<file path="src/rtl/mux_arb_pkg.sv">
// Shared constants and helpers for the registered N-to-1 mux/arbiter.
// Optional transfer counter width lives here as well (used with MUX_ARB_COUNT_EN).
package mux_arb_pkg;

    localparam logic MODE_SELECT = 1'b0;
    localparam logic MODE_RR     = 1'b1;
    localparam int   COUNT_W     = 16;

    // Round-robin pointer advance: the channel after the winner, wrapping to 0.
    function automatic int unsigned next_ptr(input int unsigned idx, input int unsigned channels);
        if (idx == channels - 32'd1) begin
            return 32'd0;
        end else begin
            return idx + 32'd1;
        end
    endfunction

endpackage

</file>
<file path="src/rtl/mux_arb_rr_pick.sv">
// Combinational rotating-priority picker: first set request at or after ptr_i, wrapping.
module mux_arb_rr_pick
    import mux_arb_pkg::*;
#(
    parameter int CHANNELS = 4,
    parameter int SEL_W    = $clog2(CHANNELS)
) (
    input  logic [CHANNELS-1:0] req_i,
    input  logic [SEL_W-1:0]    ptr_i,
    output logic                found_o,
    output logic [SEL_W-1:0]    idx_o
);

    // Walk the channels starting at the pointer; the first requester wins.
    always_comb begin
        int unsigned        k;
        logic [SEL_W-1:0]   k_idx;
        found_o = 1'b0;
        idx_o   = '0;
        k       = 32'd0;
        k_idx   = '0;
        for (int off = 0; off < CHANNELS; off++) begin
            k = 32'(ptr_i) + 32'(off);
            if (k >= 32'(CHANNELS)) begin
                k = k - 32'(CHANNELS);
            end else begin
                k = k;
            end
            k_idx = SEL_W'(k);
            if (!found_o && req_i[k_idx]) begin
                found_o = 1'b1;
                idx_o   = k_idx;
            end else begin
                found_o = found_o;
            end
        end
    end

endmodule

</file>
<file path="src/rtl/mux_arb_nto1.sv">
// Registered N-to-1 mux with valid/ready on every channel; explicit select or round-robin.
// Defining MUX_ARB_COUNT_EN adds count_o, a saturating count of input transfers.
module mux_arb_nto1
    import mux_arb_pkg::*;
#(
    parameter int  WIDTH    = 32,
    parameter int  CHANNELS = 4,
    localparam int SEL_W    = $clog2(CHANNELS)
) (
    input  logic                      clk_i,
    input  logic                      rst_i,
    input  logic                      mode_i,
    input  logic [SEL_W-1:0]          sel_i,
    input  logic [CHANNELS-1:0]       valid_i,
    input  logic [CHANNELS*WIDTH-1:0] data_i,
    output logic [CHANNELS-1:0]       ready_o,
    output logic [WIDTH-1:0]          data_o,
    output logic                      valid_o,
    input  logic                      ready_i,
    output logic [SEL_W-1:0]          grant_o
`ifdef MUX_ARB_COUNT_EN
    ,
    output logic [COUNT_W-1:0]        count_o
`endif
);

    logic                 valid_q, valid_d;
    logic [WIDTH-1:0]     data_q, data_d;
    logic [SEL_W-1:0]     grant_q, grant_d;
    logic [SEL_W-1:0]     ptr_q, ptr_d;

    logic                 out_free_s;
    logic                 rr_found_s;
    logic [SEL_W-1:0]     rr_idx_s;
    logic                 cand_found_s;
    logic [SEL_W-1:0]     cand_idx_s;
    logic                 in_xfer_s;
    logic [WIDTH-1:0]     pick_data_s;

    assign out_free_s = !valid_q || ready_i;

    mux_arb_rr_pick #(
        .CHANNELS (CHANNELS),
        .SEL_W    (SEL_W)
    ) u_pick (
        .req_i   (valid_i),
        .ptr_i   (ptr_q),
        .found_o (rr_found_s),
        .idx_o   (rr_idx_s)
    );

    // Candidate channel: sel_i in select mode (unused codes grant nothing), picker in RR mode.
    always_comb begin
        if (mode_i == MODE_RR) begin
            cand_found_s = rr_found_s;
            cand_idx_s   = rr_idx_s;
        end else begin
            cand_found_s = (32'(sel_i) < 32'(CHANNELS));
            cand_idx_s   = sel_i;
        end
    end

    assign in_xfer_s = cand_found_s && valid_i[cand_idx_s] && out_free_s;

    // Payload of the candidate channel.
    always_comb begin
        pick_data_s = '0;
        for (int k = 0; k < CHANNELS; k++) begin
            if (cand_idx_s == SEL_W'(k)) begin
                pick_data_s = data_i[k*WIDTH +: WIDTH];
            end else begin
                pick_data_s = pick_data_s;
            end
        end
    end

    // One-hot accept toward the candidate whenever the output slot can take a word.
    always_comb begin
        ready_o = '0;
        if (cand_found_s && out_free_s) begin
            ready_o[cand_idx_s] = 1'b1;
        end else begin
            ready_o = '0;
        end
    end

    // Output register next state; load and drain in the same cycle gives no bubble.
    always_comb begin
        valid_d = valid_q;
        data_d  = data_q;
        grant_d = grant_q;
        ptr_d   = ptr_q;
        if (in_xfer_s) begin
            valid_d = 1'b1;
            data_d  = pick_data_s;
            grant_d = cand_idx_s;
            if (mode_i == MODE_RR) begin
                ptr_d = SEL_W'(next_ptr(32'(cand_idx_s), 32'(CHANNELS)));
            end else begin
                ptr_d = ptr_q;
            end
        end else if (valid_q && ready_i) begin
            valid_d = 1'b0;
        end else begin
            valid_d = valid_q;
        end
    end

    // Output register and round-robin pointer.
    always_ff @(posedge clk_i or posedge rst_i) begin
        if (rst_i) begin
            valid_q <= 1'b0;
            data_q  <= '0;
            grant_q <= '0;
            ptr_q   <= '0;
        end else begin
            valid_q <= valid_d;
            data_q  <= data_d;
            grant_q <= grant_d;
            ptr_q   <= ptr_d;
        end
    end

    assign valid_o = valid_q;
    assign data_o  = data_q;
    assign grant_o = grant_q;

`ifdef MUX_ARB_COUNT_EN
    logic [COUNT_W-1:0] count_q, count_d;

    // Transfer counter sticks at all-ones instead of wrapping.
    always_comb begin
        if (in_xfer_s && (count_q != {COUNT_W{1'b1}})) begin
            count_d = count_q + 16'd1;
        end else begin
            count_d = count_q;
        end
    end

    // Transfer counter register.
    always_ff @(posedge clk_i or posedge rst_i) begin
        if (rst_i) begin
            count_q <= '0;
        end else begin
            count_q <= count_d;
        end
    end

    assign count_o = count_q;
`endif

endmodule

</file>
<file path="config.mk">
export PLATFORM = sky130hd
export DESIGN_NAME = mux_arb_nto1
export DESIGN_NICKNAME = d
export VERILOG_FILES = /design/src/rtl/mux_arb_pkg.sv /design/src/rtl/mux_arb_rr_pick.sv /design/src/rtl/mux_arb_nto1.sv
export SDC_FILE = /design/constraint.sdc
export NUM_CORES = 1
export LEC_CHECK = 0
export BUFFER_PORTS_ARGS = -buffer_cell sky130_fd_sc_hd__buf_2
export CORE_UTILIZATION = 43
export CTS_CLUSTER_DIAMETER = 60
export DETAILED_ROUTE_END_ITERATION = 12
export GPL_TIMING_DRIVEN = 0
export PLACE_DENSITY_LB_ADDON = 0.15
export REMOVE_ABC_BUFFERS = 1
export SYNTH_ARGS = -nofsm -noshare
export SYNTH_HDL_FRONTEND = slang
export SYNTH_HIERARCHICAL = 1
export SYNTH_SLANG_ARGS = --single-unit
export TNS_END_PERCENT = 5
</file>
<file path="constraint.sdc">
create_clock -name clk_i -period 4.2 [get_ports clk_i]
set_input_delay 1.05 -clock clk_i [delete_from_list [all_inputs] [get_ports clk_i]]
set_output_delay 1.05 -clock clk_i [all_outputs]
set_load 0.03 [all_outputs]
</file>
==> results_dict.tcl, run 1 <==
set metrics [dict create \
    nets 584 \
    die_y_um 81.9 \
    path_delay_family "compound AO/OA/AOI/OAI gates" \
    detail-route-antenna-nets 0 \
    antenna_found_initial 0 \
    finalSetupViolCount 0 \
    hpwlAfterDp_mm 5.57 \
    io_pins 177 \
    cap_violations 0 \
    hold_violations 0 \
    fin_setup_tns_ps 0 \
    p_seq_share_pct 26.2 \
    n_antenna_cell 0 \
    insertion_delay_ps 280 \
    place_inst 508 \
    cp_data_arrival_time_ps 3010 \
    syn_inst 278 \
    cp_max_fo 19 \
    fin_util_pct 63.2 \
    hold_class "register to register" \
    grt_overflow 0 \
    design_area_um2 3810 \
    fill_cells 518 \
    power_leakage_uw 0.00192 \
    hold_buffers 0 \
    intPower_uw 1320 \
    crit_chain "buf_2 -> inv_1 -> a221o_1 -> a21oi_1 -> mux2i_4 -> inv_1 -> ha_4 -> and2_1 -> buf_2" \
    core_um2 6030 \
    clkSinkCount 37 \
    root_buffer "clkbuf_8" \
    p_clk_share_pct 9.4 \
    power_density_nw_per_um2 622 \
    synth-seq-area-share_pct 33.7 \
    synth_seq_cells 37 \
    grt_pass1_vias 2368 \
    cp.required_ps 3150 \
    clkTransAtPathRegs_ps 60 \
    ir_worst_vdd_mv 0.341 \
    maxSlewViolCount 0 \
    cts_tree "done" \
    maxSlewHeadroom_pct 48.4 \
    post-route-drc-count 0 \
    h-tree-depth 2 \
    die_w_um 81.9 \
    first_iter_violations 72 \
    grt_pass1_wl_mm 10.9 \
    endpoint_kind "output port" \
    tightest_slew_ps 771 \
    syn_avg_cell_area_um2 9.88 \
    start_kind "input pin" \
    pwr-share-comb_pct 64.4 \
    netSwitchingFraction_pct 44.3 \
    drt-total-wl_mm 7.77 \
    ys_top_cells_by_area "dfrtp_1 (34%), mux2_4 (16%), a221oi_1 (9.9%)" \
    fin_worst_skew_ps 4.55 \
    power.net_switching_uw 1050 \
    netlist_area_um2 2750 \
    dr_total_vias 2749 \
    stdcell_count 516 \
    fin_crit_ps 4060 \
    rsz0062_at_grt "false" \
    fp-row-count 28 \
    post-route-period-util_pct 96.6 \
    timing.fmax_ghz 0.247 \
    clockBufferDepth 2 \
    ys.flop_type "dfrtp_1" \
    start_util_pct 45.6 \
    synth-edff-count 0 \
    wl_per_cell_um 15.1 \
    grtUsageTotal_pct 21.6 \
    worst_path_max_delay_cell "ha_4" \
    yosysTopAreaCellShare_pct 33.7 \
    cpPeakStageDelay_ps 360 \
    ys_warn_count 6 \
    die_area_um2 6710 \
    cts_buffers 5 \
    syn_to_final_growth_pct 38.7 \
    synthArstFlopShare_pct 100 \
    firstDrtPassIters 4 \
    place.gp.congestion 0.868 \
    yosysUniqueCellTypes 27 \
    vias_per_cell 5.33 \
    status "complete, no violations" \
    path_buf_inv 4 \
    power_uw 2370 \
    yosysTopAreaCell "dfrtp_1" \
    crit_type "input pin to output port" \
    grt_max_degree 41 \
    final_layout_size_suffix_gt1_share_pct 52.8 \
    port_buffers 176 \
    postPlaceCellArea_um2 3690 \
]
## final timing paths
path,cells past startpoint,startpoint,slack (ps),to
min reg2reg,1,data_o[5],500,data_o[5]
max in group asynchronous,2,rst_i,2810,data_o[21]
max,9,valid_i[1],140,ready_o[1]
max reg2reg,11,ptr_q[0],1110,data_o[15]
min in group asynchronous,2,rst_i,910,data_o[23]
min,1,data_o[5],500,data_o[5]
## through the flow
step / hold WS (ps) / setup WS, ps
3_3_place_gp: 485 / -1190
4_1_cts: 508 / 17.5
6_report: 505 / 145
5_1_grt: 514 / 10.7
3_5_place_dp: 488 / -636
2_1_floorplan: 537 / -427
## flip-flops by register name, indices dropped and copies added, names as in the netlist
signal	flops
data_o	32
grant_o	2
ptr_q	2
valid_o	1
## power by group through the flow
stage / Combinational, µW / Clock [µW] / Sequential (µW)
after detailed placement: 1510 / 0 / 622
after CTS: 1520 / 231 / 621
after global placement: 1460 / 0 / 617
after global routing: 1640 / 242 / 644
after floorplan: 759 / 0 / 940
final: 1530 / 223 / 621
## repair_timing
item	CTS	global route
setup buffers	0	2
gates resized for setup	3	0
pin swaps	0	1
endpoints found under the setup margin	33	2
## cells by family after synthesis
group           Yosys count  synth area share [%]
fa+ha+maj                 4                  1.82
mux                      37                  19.7
buf+inv                  35                  5.87
simple gates             85                  15.5
compound gates           80                  23.5
flops                    37                  33.7
## per-layer routing
| metal | vias to the layer above | global-route usage (%) | share of wire (%) |
|---|---|---|---|
| met4 | 0 | 5.79 | 1.1 |
| li1 | 1355 | - | - |
| met3 | 8 | 4.22 | 7.1 |
| met2 | 127 | 40.1 | 51 |
| met1 | 1259 | 25.0 | 41 |
| met5 | - | 0 | 0 |
## layout make-up
type	count	area, µm²	share of cell area (%)
Multi-Input combinational cell	206	1690	44.4
Timing Repair Buffer	182	990	26.0
Sequential cell	37	926	24.3
Tap cell	75	93.8	2.46
Clock buffer	5	68.8	1.81
Inverter	10	37.5	0.985
Clock inverter	1	5.00	0.131
## cell usage after synthesis (3+ instances only)
cell and count:
buf_6 4, nor2b_1 35, mux2_4 30, o31ai_1 31, a21oi_1 9, mux2_2 6, dfrtp_1 37, a221oi_1 31
nor2_1 4, and2_1 4, ha_1 4, nand2_1 38, clkbuf_1 21, inv_1 9, o21ai_0 3
## placed cells by master (no fill, tap or decap), drive strengths merged
master	count
o31ai	31
nor3	1
o21ai	4
and2	4
a32o	1
nand2	38
a221o	1
o2111ai	1
nor2	4
o221ai	1
nor2b	35
inv	10
a21oi	9
a221oi	32
buf	182
nand3	1
ha	4
clkbuf	5
clkinv	1
nand3b	1
mux2	36
mux2i	1
dfrtp	37
nand2b	1
Note: power is estimated with default switching activity, not from simulation.
==> inputs of run 2 (changes only) <==
- PLACE_DENSITY: not set -> 0.81
- PLACE_DENSITY_LB_ADDON: 0.15 -> not set
==> results_dict.tcl, run 2 (synthesized netlist as in run 1, its figures left out) <==
set metrics [dict create \
    clkTransAtPathRegs_ps 70 \
    firstDrtPassIters 4 \
    hpwlAfterDp_mm 5.49 \
    fin_crit_ps 4090 \
    die_w_um 81.9 \
    cp_max_fo 35 \
    grt_max_degree 66 \
    port_buffers 176 \
    grtUsageTotal_pct 20.5 \
    syn_to_final_growth_pct 39.0 \
    fin_setup_tns_ps 0 \
    grt_overflow 0 \
    grt_pass1_wl_mm 10.5 \
    power_leakage_uw 0.00191 \
    root_buffer "clkbuf_8" \
    place.gp.congestion 0.889 \
    status "complete, no violations" \
    tightest_slew_ps 717 \
    io_pins 177 \
    worst_path_max_delay_cell "ha_4" \
    stdcell_count 515 \
    holdPathEnd "data_o[23]" \
    cp.required_ps 3150 \
    hold_class "register to register" \
    hold_start "data_o[23]" \
    cts_post_setup_buffers_inserted 0 \
    power_density_nw_per_um2 620 \
    post-route-drc-count 0 \
    core_um2 6030 \
    dr_total_vias 2723 \
    post-route-period-util_pct 97.4 \
    timing.rr.end "data_o[29]" \
    hold_depth 1 \
    crit_chain "buf_2 -> inv_1 -> a221o_1 -> a21oi_2 -> mux2i_4 -> inv_1 -> ha_4 -> and2_1 -> buf_2" \
    start_util_pct 45.6 \
    antenna_found_initial 0 \
    vias_per_cell 5.29 \
    first_iter_violations 98 \
    die_y_um 81.9 \
    fp-row-count 28 \
    detail-route-antenna-nets 0 \
    clkSinkCount 37 \
    cp_data_arrival_time_ps 3040 \
    cpPeakStageDelay_ps 450 \
    cap_violations 0 \
    cts_tree "done" \
    largest_reg_flops 32 \
    fin_worst_skew_ps 6.91 \
    grt_pass1_vias 2341 \
    crit_type "input pin to output port" \
    start_kind "input pin" \
    rr_worst_depth 11 \
    wl_per_cell_um 14.2 \
    drt-total-wl_mm 7.30 \
    final_cell_mix "buf_2 (176), nand2_1 (38), dfrtp_1 (37), nor2b_1 (34)" \
    endpoint_kind "output port" \
    final_common_cell "buf_2" \
    hold_violations 0 \
    maxSlewViolCount 0 \
    nets 582 \
    maxSlewHeadroom_pct 52.0 \
    finalSetupViolCount 0 \
    insertion_delay_ps 280 \
    hold_buffers 0 \
    clockBufferDepth 2 \
    die_area_um2 6710 \
    rrSetupSlack_ps 1030 \
    ir_worst_vdd_mv 0.323 \
    final_layout_size_suffix_gt1_share_pct 52.5 \
    timing.rr.start "ptr_q[0]" \
    h-tree-depth 2 \
    cts_buffers 5 \
    n_antenna_cell 0 \
    timing.fmax_ghz 0.245 \
    place_inst 507 \
]
==> run 2: per-stage QoR <==
step	setup slack (ps)	hold slack, ps	area (µm²)	util [%]	power, µW
after global placement	-1100	485	3600	59.7	2050
after floorplan	-427	537	2620	-	1700
after detailed placement	-628	488	3680	61.0	2110
after CTS	-151	505	3770	62.6	2370
after global routing	-1.06	523	3820	63.4	2520
final	110	506	3820	63.4	2370
==> run 2: worst max-delay path by stage <==
stage / end / from / cells after the start / slack, ps
after CTS: ready_o[3] / valid_i[1] / 9 / -150
after global placement: ready_o[3] / valid_i[1] / 9 / -1100
final: ready_o[1] / valid_i[1] / 9 / 110
after floorplan: ready_o[3] / valid_i[1] / 7 / -430
after global routing: ready_o[1] / valid_i[1] / 9 / -1
after detailed placement: data_o[29] / valid_i[1] / 12 / -630
==> run 2: routing by layer <==
layer / GRT usage (%) / routed length, µm / share of wire, % / up-vias
met4: 5.26 / 27 / 0.37 / 0
met5: 0 / 0 / 0 / -
met2: 38.0 / 3800 / 52 / 118
li1: - / - / - / 1349
met1: 24.0 / 3000 / 41 / 1254
met3: 3.56 / 484 / 6.6 / 2
==> run 2: power breakdown <==
group          switching [µW]  internal, µW  total (µW)
clock network             112           130         242
logic                     829           675        1500
registers                91.6           528         620
==> run 2: critical path, delay by kind of cell <==
kind,cells,cell delay [ps]
buffers and inverters,4,610
AOI/OAI and AO/OA,2,590
and+or+nand+nor,1,190
adders and majority gates,1,450
muxes,1,140
==> run 2: final cells by class <==
| cell class | instances | area [µm²] |
|---|---|---|
| inverters | 10 | 37.5 |
| fillers | 499 | 2210 |
| well taps | 75 | 93.8 |
| clock buffers | 7 | 86.3 |
| repair buffers | 180 | 971 |
| flip-flops and latches | 37 | 926 |
| multi-input cells | 206 | 1700 |
==> run 2: what timing repair did <==
action	CTS	global route
gates resized for setup	2	3
setup endpoints to repair	34	3
pin swaps	0	0
gates cloned	0	0
endpoints found under the hold margin	0	0
